**src/rtl/mha_arb_pkg.sv**
```systemverilog
// rtl/mha_arb_pkg.sv - shared state type and default sizing for the BRAM request arbiter
package mha_arb_pkg;

  localparam int DEF_N_REQ   = 4;
  localparam int DEF_SEL_W   = 6;
  localparam int DEF_TIMEOUT = 64;

  typedef enum logic [1:0] {
    S_IDLE = 2'd0,
    S_WAIT = 2'd1,
    S_DONE = 2'd2
  } state_t;

endpackage

```
**src/rtl/rr_arbiter.sv**
```systemverilog
// rtl/rr_arbiter.sv - combinational round-robin pick starting one past the last grant
module rr_arbiter #(
  parameter int N_REQ = 4,
  parameter int IDX_W = 2
) (
  input  logic [N_REQ-1:0] req,
  input  logic [IDX_W-1:0] last_grant,
  output logic [N_REQ-1:0] gnt,
  output logic [IDX_W-1:0] idx
);

  logic [IDX_W-1:0] j;

  // Scan farthest-to-nearest so the nearest requester after last_grant overwrites the rest.
  always_comb begin
    gnt = '0;
    idx = '0;
    j   = '0;
    for (int i = N_REQ; i >= 1; i--) begin
      j = IDX_W'((int'(last_grant) + i) % N_REQ);
      if (req[j]) begin
        gnt    = '0;
        gnt[j] = 1'b1;
        idx    = j;
      end
    end
  end

endmodule

```
**src/rtl/bram_req_arbiter.sv**
```systemverilog
// rtl/bram_req_arbiter.sv - shares one BRAM tile loader among N_REQ requesters with timeout
module bram_req_arbiter
  import mha_arb_pkg::*;
#(
  parameter int N_REQ   = DEF_N_REQ,
  parameter int SEL_W   = DEF_SEL_W,
  parameter int TIMEOUT = DEF_TIMEOUT
) (
  input  logic                          I_CLK,
  input  logic                          I_RST_N,
  input  logic [N_REQ-1:0]              I_REQ,
  input  logic [0:N_REQ-1][SEL_W-1:0]   I_SEL,
  output logic [N_REQ-1:0]              O_GNT,
  output logic [N_REQ-1:0]              O_DONE,
  output logic                          O_BUSY,
  output logic                          O_ERR,
  input  logic                          I_ERR_CLR,
  output logic                          O_MGR_VLD_PULSE,
  output logic [SEL_W-1:0]              O_MGR_SEL,
  input  logic                          I_MGR_VLD
);

  localparam int IDX_W = (N_REQ > 1) ? $clog2(N_REQ) : 1;
  localparam int CNT_W = (TIMEOUT > 1) ? $clog2(TIMEOUT) : 1;

  state_t           state, state_nxt;
  logic [N_REQ-1:0] gnt_nxt, done_nxt, rr_gnt;
  logic [IDX_W-1:0] last_grant, last_grant_nxt, win_idx, win_idx_nxt, rr_idx;
  logic [CNT_W-1:0] cnt, cnt_nxt;
  logic [SEL_W-1:0] sel_nxt;
  logic             busy_nxt, err_nxt, pulse_nxt, vld_d, rise;

  rr_arbiter #(.N_REQ(N_REQ), .IDX_W(IDX_W)) u_rr (
    .req        (I_REQ),
    .last_grant (last_grant),
    .gnt        (rr_gnt),
    .idx        (rr_idx)
  );

  // Only a fresh edge completes; a level left high by the previous load is ignored.
  assign rise = I_MGR_VLD & ~vld_d;

  always_comb begin
    state_nxt      = state;
    gnt_nxt        = O_GNT;
    done_nxt       = '0;
    busy_nxt       = O_BUSY;
    err_nxt        = O_ERR;
    pulse_nxt      = 1'b0;
    sel_nxt        = O_MGR_SEL;
    cnt_nxt        = cnt;
    last_grant_nxt = last_grant;
    win_idx_nxt    = win_idx;
    if (I_ERR_CLR) err_nxt = 1'b0;
    case (state)
      S_IDLE: begin
        if (|I_REQ) begin
          gnt_nxt     = rr_gnt;
          win_idx_nxt = rr_idx;
          sel_nxt     = I_SEL[rr_idx];
          pulse_nxt   = 1'b1;
          busy_nxt    = 1'b1;
          cnt_nxt     = '0;
          state_nxt   = S_WAIT;
        end
      end
      S_WAIT: begin
        if (rise) begin
          done_nxt  = O_GNT;
          gnt_nxt   = '0;
          state_nxt = S_DONE;
        end else if (cnt == CNT_W'(TIMEOUT - 1)) begin
          err_nxt   = 1'b1;
          done_nxt  = O_GNT;
          gnt_nxt   = '0;
          state_nxt = S_DONE;
        end else begin
          cnt_nxt = cnt + 1'b1;
        end
      end
      S_DONE: begin
        busy_nxt       = 1'b0;
        last_grant_nxt = win_idx;
        state_nxt      = S_IDLE;
      end
      default: state_nxt = S_IDLE;
    endcase
  end

  always_ff @(posedge I_CLK or negedge I_RST_N) begin
    if (!I_RST_N) begin
      state           <= S_IDLE;
      O_GNT           <= '0;
      O_DONE          <= '0;
      O_BUSY          <= 1'b0;
      O_ERR           <= 1'b0;
      O_MGR_VLD_PULSE <= 1'b0;
      O_MGR_SEL       <= '0;
      vld_d           <= 1'b0;
      cnt             <= '0;
      last_grant      <= IDX_W'(N_REQ - 1);
      win_idx         <= '0;
    end else begin
      state           <= state_nxt;
      O_GNT           <= gnt_nxt;
      O_DONE          <= done_nxt;
      O_BUSY          <= busy_nxt;
      O_ERR           <= err_nxt;
      O_MGR_VLD_PULSE <= pulse_nxt;
      O_MGR_SEL       <= sel_nxt;
      vld_d           <= I_MGR_VLD;
      cnt             <= cnt_nxt;
      last_grant      <= last_grant_nxt;
      win_idx         <= win_idx_nxt;
    end
  end

endmodule

```
**config.mk**
```make
export PLATFORM = sky130hd
export DESIGN_NAME = bram_req_arbiter
export DESIGN_NICKNAME = d
export VERILOG_FILES = /design/src/rtl/mha_arb_pkg.sv /design/src/rtl/rr_arbiter.sv /design/src/rtl/bram_req_arbiter.sv
export SDC_FILE = /design/constraint.sdc
export NUM_CORES = 1
export LEC_CHECK = 0
export ABC_CLOCK_PERIOD_IN_PS = 7300
export CORE_MARGIN = 3
export CORE_UTILIZATION = 48
export CTS_BUF_LIST = sky130_fd_sc_hd__clkbuf_2 sky130_fd_sc_hd__clkbuf_4 sky130_fd_sc_hd__clkbuf_8
export DETAILED_ROUTE_END_ITERATION = 8
export GPL_TIMING_DRIVEN = 0
export PLACE_DENSITY = 0.89
export REMOVE_ABC_BUFFERS = 1
export SLEW_MARGIN = 30
export SYNTH_ARGS = -nofsm -noshare
export SYNTH_HDL_FRONTEND = slang
export SYNTH_SLANG_ARGS = --single-unit
```
**constraint.sdc**
```tcl
create_clock -name I_CLK -period 7.3 [get_ports I_CLK]
set_clock_uncertainty 0.2 [all_clocks]
set_input_delay 1.46 -clock I_CLK [delete_from_list [all_inputs] [get_ports I_CLK]]
set_output_delay 1.46 -clock I_CLK [all_outputs]
set_load 0.1 [all_outputs]
```
==> impl_metrics.toml, run 1 <==
[global_routing]
grt_pass1_wl_um = 6910
antenna_found_initial = 0
grt_pass1_vias = 1597
track_usage_pct = 20.1
grt_max_degree = 31
grt_overflow = 0

[critical_path]
crit_fanout = 16
arrival_ps = 3850
setup.worst_path.end_class = "flop"
crit_path_start = "I_REQ[0]"
timing.critical_path.required_ps = 7290
reg2reg_from = "last_grant[0]"
crit_type = "input pin to flop"
critPathLaunchType = "input pin"

[timing]
setup_viol_count_final = 0
hold_viol = 0
layout_min_cycle_time_ps = 3860
relSlewSlack_pct = 34.1
fmax_mhz = 259
fin_ws_ps = 3440
worst_slew_pin_slew_ps = 985
min_period_over_period_pct = 52.9
rsz0062_at_grt = "no"
final_max_slew_viol_count = 0
setup_tns_ps = 0

[clock_network]
cts_root_buf = "clkbuf_8"
postCtsSetupRepairBufs = 0
cts_resized = 0
clockBufferDepth = 2
cts_tree = "done"
numCtsBuffers = 5
path_clk_slew_ps = 60
ctsHoldBuffers = 0
htree_levels = 2
clock_latency_ps = 280
cts_sinks = 30

[finish]
diodes = 0
area_growth_syn_to_layout_pct = 29.8
drive_gt1_share_pct = 7.72
fin_nets = 284
fin_area_mm2 = 0.00247

[synth]
mappedNetlistArea_mm2 = 0.00190
synth_edf_count = 0
yosysWarningCount = 0
netlist-cell-type-count = 43
syn_inst = 202
syn_area_per_cell_um2 = 9.43
yosysSeqAreaShare_pct = 39.6
synth_top_flop_cell = "dfrtp_1"
synthArstFlopShare_pct = 100
synth.top_cell.area_share_pct = 36.8
yosys-top-cells-area = "dfrtp_1 (37%), mux2i_1 (5.3%), o21ai_0 (4.7%)"
yosys.area.top_type = "dfrtp_1"
ys_ff_latch = 30

[power_and_ir_drop]
internal_power_uw = 575
p_comb_share_pct = 65.7
power_switching_share_pct = 53.8
p_seq_share_pct = 23.1
leakage_uw = 0.00105
switchingPower_uw = 668
power_density_mw_per_mm2 = 503
vdd_drop_max_uv = 269
clkPwrFrac_pct = 11.2

[drt]
drcViolationCount = 0
drt_iter0_drc = 41
drt_wl_total_um = 4240
drtAntennaViolNets = 0
vias = 1660
wl_per_cell_um = 14.4
dr.pass1.iters = 4
routed_via_density = 5.65

[placed_design]
io_buffers = 48
dpl_cell_area_mm2 = 0.00238
place_congestion = 0.905
place_hpwl_um = 3210
dp_slack_ps = 3130

[die]
die_w_um = 69.0
fp.dieH_um = 69.0
coreArea_mm2 = 0.00374
dieArea_mm2 = 0.00476
ioPinCount = 49
num_rows = 22
initial_core_util_pct = 50.9

[status]
status = "complete, no violations"

[run]
maxCapViolCount = 0

[hold_path]
hold_class = "flop to flop"
hold_start = "win_idx[0]"
-- state kept, by name (all words and copies together), names as in the netlist --
| name | count |
|---|---|
| O_BUSY | 1 |
| O_DONE | 4 |
| O_ERR | 1 |
| O_GNT | 4 |
| O_MGR_SEL | 6 |
| O_MGR_VLD_PULSE | 1 |
| cnt | 6 |
| last_grant | 2 |
| state | 2 |
| vld_d | 1 |
| win_idx | 2 |
-- cells by family (layout without fill, tap and decap cells) --
family	count (synthesis)	count (layout)	synth area share (%)
flops	30	30	39.6
simple gates	60	60	16.4
mux	14	14	9.99
xor+xnor	4	4	1.84
compound gates	63	63	21.9
buf+inv	24	68	5.72
fa+ha+maj	7	7	4.60
-- power by group through the flow --
stage	logic, µW	registers (µW)	clock network (µW)
2_1_floorplan	383	535	0
3_3_place_gp	799	287	0
3_5_place_dp	815	290	0
4_1_cts	819	288	143
5_1_grt	878	298	151
6_report	818	287	139
-- area by class of cell --
class | instances | area, µm²
tap | 48 | 60.1
inverter | 12 | 45.0
clock buffer | 7 | 90.1
multi-input combinational | 148 | 1040
timing repair buffer | 48 | 475
sequential | 30 | 753
fill | 338 | 1270
clock inverter | 1 | 5.00
-- final timing paths --
path / slack [ps] / cells past startpoint / to
min in group asynchronous: 1010 / 1 / O_GNT[2]
max in group asynchronous: 5470 / 1 / O_MGR_VLD_PULSE
min reg2reg: 290 / 2 / win_idx[0]
min: 290 / 2 / win_idx[0]
max: 3440 / 6 / O_MGR_SEL[0]
max reg2reg: 4000 / 8 / O_MGR_SEL[4]
-- cell usage after synthesis (2+ instances only) --
master    number
and3_1         4
o221ai_1       3
nand3_1        8
a211oi_1       3
a22oi_1        4
mux4_2         4
o21ai_0       18
a21oi_1       14
dfrtp_1       28
buf_6          2
ha_1           7
nand2b_1       3
nor2b_1        3
o21ai_1        3
inv_1         12
dfstp_2        2
o22a_1         3
nor2_1        11
clkbuf_1       6
a32oi_1        3
o211ai_1       4
xor2_1         4
buf_2          2
mux2i_1       10
and2_1         4
nand4_1        2
nand2_1       19
-- critical path, stage by stage --
cell	delay (ps)
clkdlybuf4s50_1	550
nor4_1	400
or3_1	500
inv_1	400
and3_1	320
a211oi_1	220
-- per-stage QoR --
stage	power [µW]	instances	hold slack [ps]	util (%)
2_1_floorplan	917	190	250	-
3_3_place_gp	1090	286	263	63.6
3_5_place_dp	1100	286	273	63.5
4_1_cts	1250	294	289	66.0
5_1_grt	1330	294	334	66.0
6_report	1240	294	286	66.0
-- placed cells by master, fill, tap and decap left out, types with 6 or more instances in the layout --
cell type	Yosys	final
nor2_1	11	11
inv_1	12	12
nand2_1	19	19
nand3_1	8	8
mux2i_1	10	10
ha_1	7	7
o21ai_0	18	18
clkbuf_8	0	6
a21oi_1	14	14
clkdlybuf4s50_1	0	47
dfrtp_1	28	28
-- metal layers --
layer,up-vias,GRT usage [%],share of wire [%]
met3,13,6.00,8.4
met1,755,22.7,40
met4,0,11.2,3.0
li1,810,-,-
met2,82,33.6,48
met5,-,0,0
Power figures use the tool's default switching activity.
==> run 2, diff against run 1 <==
--- a/config.mk
+++ b/config.mk
@@ -5,7 +5,7 @@
 export SDC_FILE = /design/constraint.sdc
 export NUM_CORES = 1
 export LEC_CHECK = 0
-export ABC_CLOCK_PERIOD_IN_PS = 7300
+export ABC_CLOCK_PERIOD_IN_PS = 3840
 export CORE_MARGIN = 3
 export CORE_UTILIZATION = 48
 export CTS_BUF_LIST = sky130_fd_sc_hd__clkbuf_2 sky130_fd_sc_hd__clkbuf_4 sky130_fd_sc_hd__clkbuf_8
==> constraint.sdc (replaced) <==
create_clock -name I_CLK -period 3.84 [get_ports I_CLK]
set_clock_uncertainty 0.2 [all_clocks]
set_input_delay 0.768 -clock I_CLK [delete_from_list [all_inputs] [get_ports I_CLK]]
set_output_delay 0.768 -clock I_CLK [all_outputs]
set_load 0.1 [all_outputs]
==> results of run 2 <==
Same layout as run 1 (identical final DEF). Status: complete, no violations.
Among the figures that moved: setup slack after placement 3130 ps -> 363 ps; setup slack after layout 3440 ps -> 540 ps; start point of the critical path I_REQ[0] -> last_grant[0]; end point of the critical path O_MGR_SEL[0] -> O_MGR_SEL[4]; register-to-register setup slack 4000 ps -> 540 ps; total power 1240 µW -> 2360 µW; worst IR drop on VDD 269 µV -> 512 µV
